[src/rtl/fifo_write_adapter_pkg.sv]
// Shared constants and helpers for the FIFO write-side adapters.
package fifo_write_adapter_pkg;

  // Default skid buffer size: 2^2 = 4 entries.
  localparam int unsigned SKID_DEPTH_LOG2_DEFAULT = 2;

  // Almost-full margins of the downstream write-side FIFO. The write margin
  // covers the one write already registered when almostFull is seen.
  localparam int unsigned FIFO_ALMOST_FULL_MARGIN_WRITE = 1;
  localparam int unsigned FIFO_ALMOST_FULL_MARGIN_SAFE  = 2;

  // Saturating 32-bit increment used by the statistics counters.
  function automatic logic [31:0] satInc32(input logic [31:0] value);
    return (value == 32'hFFFF_FFFF) ? value : value + 32'd1;
  endfunction

endpackage

[src/rtl/fifo_write_adapter_skid_storage.sv]
// Skid buffer storage: register array, one write port, async read port.
module skid_storage #(
  parameter int unsigned WIDTH  = 16,
  parameter int unsigned ADDR_W = 2
) (
  input  logic              wrclk,
  input  logic              wrEn,
  input  logic [ADDR_W-1:0] wrAddr,
  input  logic [WIDTH-1:0]  wrData,
  input  logic [ADDR_W-1:0] rdAddr,
  output logic [WIDTH-1:0]  rdData
);

  localparam int unsigned DEPTH = 2 ** ADDR_W;

  logic [WIDTH-1:0] mem [DEPTH];

  // Contents are never reset; only the pointers in the top decide validity.
  always_ff @(posedge wrclk) begin
    if (wrEn) begin
      mem[wrAddr] <= wrData;
    end
  end

  assign rdData = mem[rdAddr];

endmodule

[src/rtl/fifo_write_adapter.sv]
// Skid-buffered write adapter in front of a downstream write-side FIFO.
module fifo_write_adapter
  import fifo_write_adapter_pkg::*;
#(
  parameter int unsigned WIDTH           = 16,
  parameter int unsigned SKID_DEPTH_LOG2 = SKID_DEPTH_LOG2_DEFAULT
) (
  input  logic                     wrclk,
  input  logic                     rst,
  input  logic                     inValid,
  input  logic [WIDTH-1:0]         inData,
  output logic                     inReady,
  input  logic                     almostFull,
  output logic                     writeEnable,
  output logic [WIDTH-1:0]         dataOut,
  output logic [SKID_DEPTH_LOG2:0] skidCount,
  output logic [31:0]              stallCycles
);

  localparam int unsigned DEPTH = 2 ** SKID_DEPTH_LOG2;
  localparam int unsigned PTR_W = SKID_DEPTH_LOG2;
  localparam int unsigned CNT_W = SKID_DEPTH_LOG2 + 1;
  localparam logic [CNT_W-1:0] DEPTH_C = CNT_W'(DEPTH);

  logic [PTR_W-1:0] wrPtr;
  logic [PTR_W-1:0] rdPtr;
  logic [WIDTH-1:0] entry;
  logic             accept;
  logic             drain;
  logic             stall;
  logic [CNT_W-1:0] cntNext;

  // Handshake and drain decisions; almostFull acts in the same cycle.
  always_comb begin
    accept  = inValid && inReady;
    drain   = (skidCount != '0) && !almostFull;
    stall   = (skidCount != '0) && almostFull;
    cntNext = skidCount + CNT_W'(accept) - CNT_W'(drain);
  end

  skid_storage #(
    .WIDTH  (WIDTH),
    .ADDR_W (PTR_W)
  ) u_storage (
    .wrclk  (wrclk),
    .wrEn   (accept && !rst),
    .wrAddr (wrPtr),
    .wrData (inData),
    .rdAddr (rdPtr),
    .rdData (entry)
  );

  // Pointers, occupancy, handshake, registered write port and statistics.
  always_ff @(posedge wrclk) begin
    if (rst) begin
      wrPtr       <= '0;
      rdPtr       <= '0;
      skidCount   <= '0;
      inReady     <= 1'b0;
      writeEnable <= 1'b0;
      dataOut     <= '0;
      stallCycles <= '0;
    end else begin
      if (accept) begin
        wrPtr <= wrPtr + PTR_W'(1);
      end
      if (drain) begin
        rdPtr <= rdPtr + PTR_W'(1);
      end
      skidCount   <= cntNext;
      inReady     <= (cntNext < DEPTH_C);
      writeEnable <= drain;
      dataOut     <= drain ? entry : '0;
      if (stall) begin
        stallCycles <= satInc32(stallCycles);
      end
    end
  end

endmodule

[config.mk]
export PLATFORM = sky130hd
export DESIGN_NAME = fifo_write_adapter
export DESIGN_NICKNAME = d
export VERILOG_FILES = /design/src/rtl/fifo_write_adapter_pkg.sv /design/src/rtl/fifo_write_adapter_skid_storage.sv /design/src/rtl/fifo_write_adapter.sv
export SDC_FILE = /design/constraint.sdc
export NUM_CORES = 1
export LEC_CHECK = 0
export BUFFER_PORTS_ARGS = -buffer_cell sky130_fd_sc_hd__buf_2
export CORE_AREA = 2 2 101 103
export DETAILED_ROUTE_END_ITERATION = 16
export DIE_AREA = 0 0 103 105
export PLACE_DENSITY = 0.76
export SYNTH_ARGS = -nofsm -noshare
export SYNTH_HDL_FRONTEND = slang
export SYNTH_SLANG_ARGS = --single-unit
export TNS_END_PERCENT = 10
[constraint.sdc]
create_clock -name wrclk -period 2.3 [get_ports wrclk]
set_input_delay 0.46 -clock wrclk [delete_from_list [all_inputs] [get_ports wrclk]]
set_output_delay 0.46 -clock wrclk [all_outputs]
set_load 0.01 [all_outputs]
# After elaboration in Yosys (flattened, before gate mapping)
# Memory sizes are Yosys's and may differ from the RTL's. A register that Yosys moved wholly into a read port is not among the register bits.
# Index checks and enable logic that the tools add are counted.
# word_totals
reg_bits	41
mem_bits_rw	64
inputBits	20
out_inout_bits	53
word_cells	27
memories	1
# mem_list
memory	words	word_bits	read_ports	rd_ports_with_merged_regs	wr	line_no	source
u_storage.mem	4	16	1	1	1	fifo_write_adapter_skid_storage.sv:16	logic [WIDTH-1:0] mem [DEPTH];
# op_classes
add_sub_neg	5
order_cmp	1
eq_ne	1
muxes	2
bitwise_logic	2
reduce_logical	9
# op_table
operator	n
$add 32x1->32 const B	1
$eq 32x32->1 const B	1
$add 2x1->2 const B	2
$logic_and 1x1->1	4
$add 3x1->3	1
$lt 3x3->1 const B	1
$reduce_bool 3->1	1
$sub 3x1->3	1
$logic_not 1->1	2
$mux 1	2
$not 1->1	2
$reduce_and 2->1	1
$reduce_or 2->1	1

# Longest topological paths before layout
# depth
depth_word	4
depth_mapped	9
depth_no_buf	9

# Cells and area by module
# From an unflattened synthesis, not the netlist that was laid out.
# unflattened
hier_cells	355
area_unflattened_um2	4807.1
# by_module_without_submodules
module	instances	cells_per_inst	area_per_inst_um2	seq_area_each_um2
fifo_write_adapter	1	267	2429.8	1141.1
skid_storage	1	88	2377.3	1921.8

# Worst setup path after synthesis
# Ideal clock, no wire load.
# synth_timing
path_type	register -> register
startpoint	register stallCycles[0]
endpoint	register stallCycles[29]
setup_ps	71
arrival_ps	2132
t_required_ps	2229
slack_ps	97
path_stages_with_launch	8
path_buffers	1
synth_period_minus_slack_ps	2203
path_cell_list	dfxtp_1 -> ha_1 -> and4_1 -> and4_2 -> buf_4 -> a2111o_1 -> or3_1 -> a21oi_1
# synth_between
elab_chain_len	3
elab_cells_between_ends	4
cone_classes	add/sub (1); eq/ne (1); bitwise (1); reduce/logical (1)
# synth_rtl
item	line_no	source
start, declared	fifo_write_adapter.sv:17	output logic [31:0] stallCycles
start signal, assigned	fifo_write_adapter.sv:75	stallCycles <= satInc32(stallCycles);
parallel branches: the longest is 3 deep, another holds $add 32x1->32	--	
# Several ways; the timed one is not identified.
# A chain may end at the register's enable or synchronous reset.

# Worst setup path in the final report
# Ends and elaborated chain as after synthesis.

==> impl_results.md <==
- Status: complete, no violations
- Max_cap viols: 0
- M1 wire length: 4242 um
- Root buf cell: clkbuf_8
- Initial antenna violation count: 0
- Top cell type by total area after synthesis: edfxtp_1
- Max VDD drop: ~0.00061 V
- Finished Cell Area: roughly 0.006 sq mm
- Clock Skews: 0.009129 ns
- Setup CP Type: reg2reg
- Static leakage: 0.002203 uW
- Final setup fails: 0
- H-tree depth: 4
- Async set-reset flop share out of synthesis: 0%
- Fin. max-slew vios: 0
- Fillers: 748
- Pwr/cell area: between 1000 and 1500 mW/mm^2
- Placed cells: ~560
- TritonCTS clock tree: yes
- Post-Syn Area: about 0.0048 sq mm
- Total GRT Usage: 19.92%
- Worst-skew pair later-pin latency: 0.51 ns
- Core area: around 0.0096 sq mm
- FF/Latch Area: 0.003064 sq mm
- Clk sinks: 121
- I/O pin count: 73
- Crit path capture type: flip-flop
- Most frequent cells after synthesis: 64 x edfxtp_1, 57 x dfxtp_1, 22 x nor2_1
- Reg clk slew, reported paths: 0.06 ns
- DR WL met3: between 700 and 800 um
- CP Launch Type: flip-flop
- Fin nets: roughly 480
- Hold Vio Cnt, Final: 0
- Vias after detailed routing: roughly 3300
- Placed cell areas: ~0.0054 sq mm
- CP arrival: 2.65 ns
- Routed WL: slightly above 10000 um
- Worst hold path class: in2reg
- Starting Density: 50.06%
- Uppermost routed layer: met4
- N_diodes: 0
- Initial drt markers: 158
- Max Root-Sink Buffers: 2
- Post-synth EDFFs: 64
- Met2 wire len: around 5100 um
- Share of layout cells above drive strength 1: 31.82%
- Chip height: between 100 and 150 um
- Vias in the first global route: roughly 3300
- Post-synth net total: 388
- Count leader, synth: edfxtp_1
- Via density: 5.558
- Chip width: 103 um
- I/O Buffers: 72
- Final worst slack: between 0.09 and 0.1 ns
- YS warnings: 0
- Worst Tran Pin Value: 0.8692 ns
- Post-synthesis instance total: 361
- Top cell type's share of synthesized area: between 30 and 40%
- CP max FO: 9
- Top_reg_cell synth: edfxtp_1
- Syn Area/Cell: 13.37 sq um
- Seq/Total Area, Yosys: between 60% and 70%
- F_max: 0.4529 GHz
- Post-route DRC: 0
- HPWL Detailed: 6416 um
- Die Footprint: 0.01082 sq mm
- GPL Wtd Cong: 0.8902
- Final worst path period share: 96.00%
- Synth top area cells: edfxtp_1 40%, dfxtp_1 24%, mux4_2 7.5%, nor2b_1 2.6%, xnor2_1 2.0%
- Relative slew slack: 42.06%
- Avg WL per Cell: 17.19 um
- Synthesized flop and latch total: 121
- Area of the multi-input gates: 0.001642 sq mm
- CTS Buf Count: 17
- Distinct cells, synth: 50
- Pre-Repair DR Iteration Count: 4
- Crit path required time: 2.74 ns
- Total grt overflow: 0
- Fin cells: approximately 600
- RSZ-0062 raised after global routing: true
- Core Rows: 36
- Largest net degree at the start of global routing: 45
- Antenna Violating Nets Remaining: 0
- Crit path time final: 2.208 ns
- Area Growth Syn to Fin: 24.22%
- Setup slack at placement: 0.08653 ns
- First-pass GRT wire length: 16330 um
worst paths after layout:
kind / from / endpoint / slack, ns / depth (start not counted)
worst max register to register: stallCycles[0] / stallCycles[29] / 0.09 / 6
worst min register to register: inReady / wrPtr[1] / 0.50 / 2
worst min-delay path: inData[4] / u_storage.mem[2][4] / 0.16 / 1
worst max-delay path: stallCycles[0] / stallCycles[29] / 0.09 / 6
registers in the layout, summed over array words and instances, names as in the netlist:
signal and cells:
u_storage.mem 64, stallCycles 32, dataOut 16, skidCount 3, rdPtr 2, wrPtr 2, inReady 1, writeEnable 1
power breakdown:
part	switching [uW]	total [uW]	leakage, uW	internal [uW]
combinational	412	837	0.000864	425
sequential	70.5	2480	0.00104	2410
clock	1030	2780	0.000300	1750
routing by layer:
layer,global-route usage [%],up-vias
li1,-,1544
met2,31.17,135
met5,0,-
met4,6.861,0
met1,24.98,1612
met3,7.960,16
critical path: stages, from the launching register on:
cell	delay [ns]
dfxtp_1	0.34
ha_1	0.23
and4_1	0.27
and4_2	0.29
a2111o_1	0.49
or3_1	0.37
a21oi_1	0.14
layout by cell type (no fill, tap or decap), drive strengths merged, types with 4 or more instances in the layout:
master,instances
ha,6
and3,4
xor2,4
xnor2,11
nor2,22
nor2b,20
o21ai,10
a31oi,5
or3,11
dfxtp,57
edfxtp,64
nand4,9
nor3,4
inv,15
nand2,15
mux4,16
o31ai,7
nand3,14
buf,87
a21oi,17
and4,6
or4,7
and2,7
clkbuf,19
final cells by class:
cell class	count	area share, %
timing repair buffer	87	7.890
multi-input combinational	215	27.38
clock buffer	19	7.389
clock inverter	13	3.006
tap	133	2.776
inverter	7	0.4383
sequential	121	51.12
kinds of logic (layout without fill, tap and decap cells):
group	count (synthesis)	in the layout	synth area share [%]
adders and majority gates	7	7	1.970
and+or+nand+nor	124	124	14.67
buffers and inverters	25	126	2.541
muxes	18	18	7.908
xor gates and xnor gates	15	15	2.722
AOI/OAI and AO/OA	51	51	6.715
DFF	121	121	63.47
per-stage QoR:
stage	setup TNS, ns	utilization [%]	power (uW)	hold WS (ns)
final	0	62.19	6093	0.1622
after global routing	-0.02927	62.19	6354	0.1228
after CTS	0	62.16	6164	0.1344
after detailed placement	0	55.70	3370	0.4888
after global placement	0	55.70	3345	0.4717
after floorplan	0	-	3105	0.4664
what timing repair did:
action,in CTS,in global routing
hold buffers,0,0
gates resized for setup,0,2
setup buffers,0,0
setup endpoints to repair,0,5
Power figures use the tool's default switching activity.
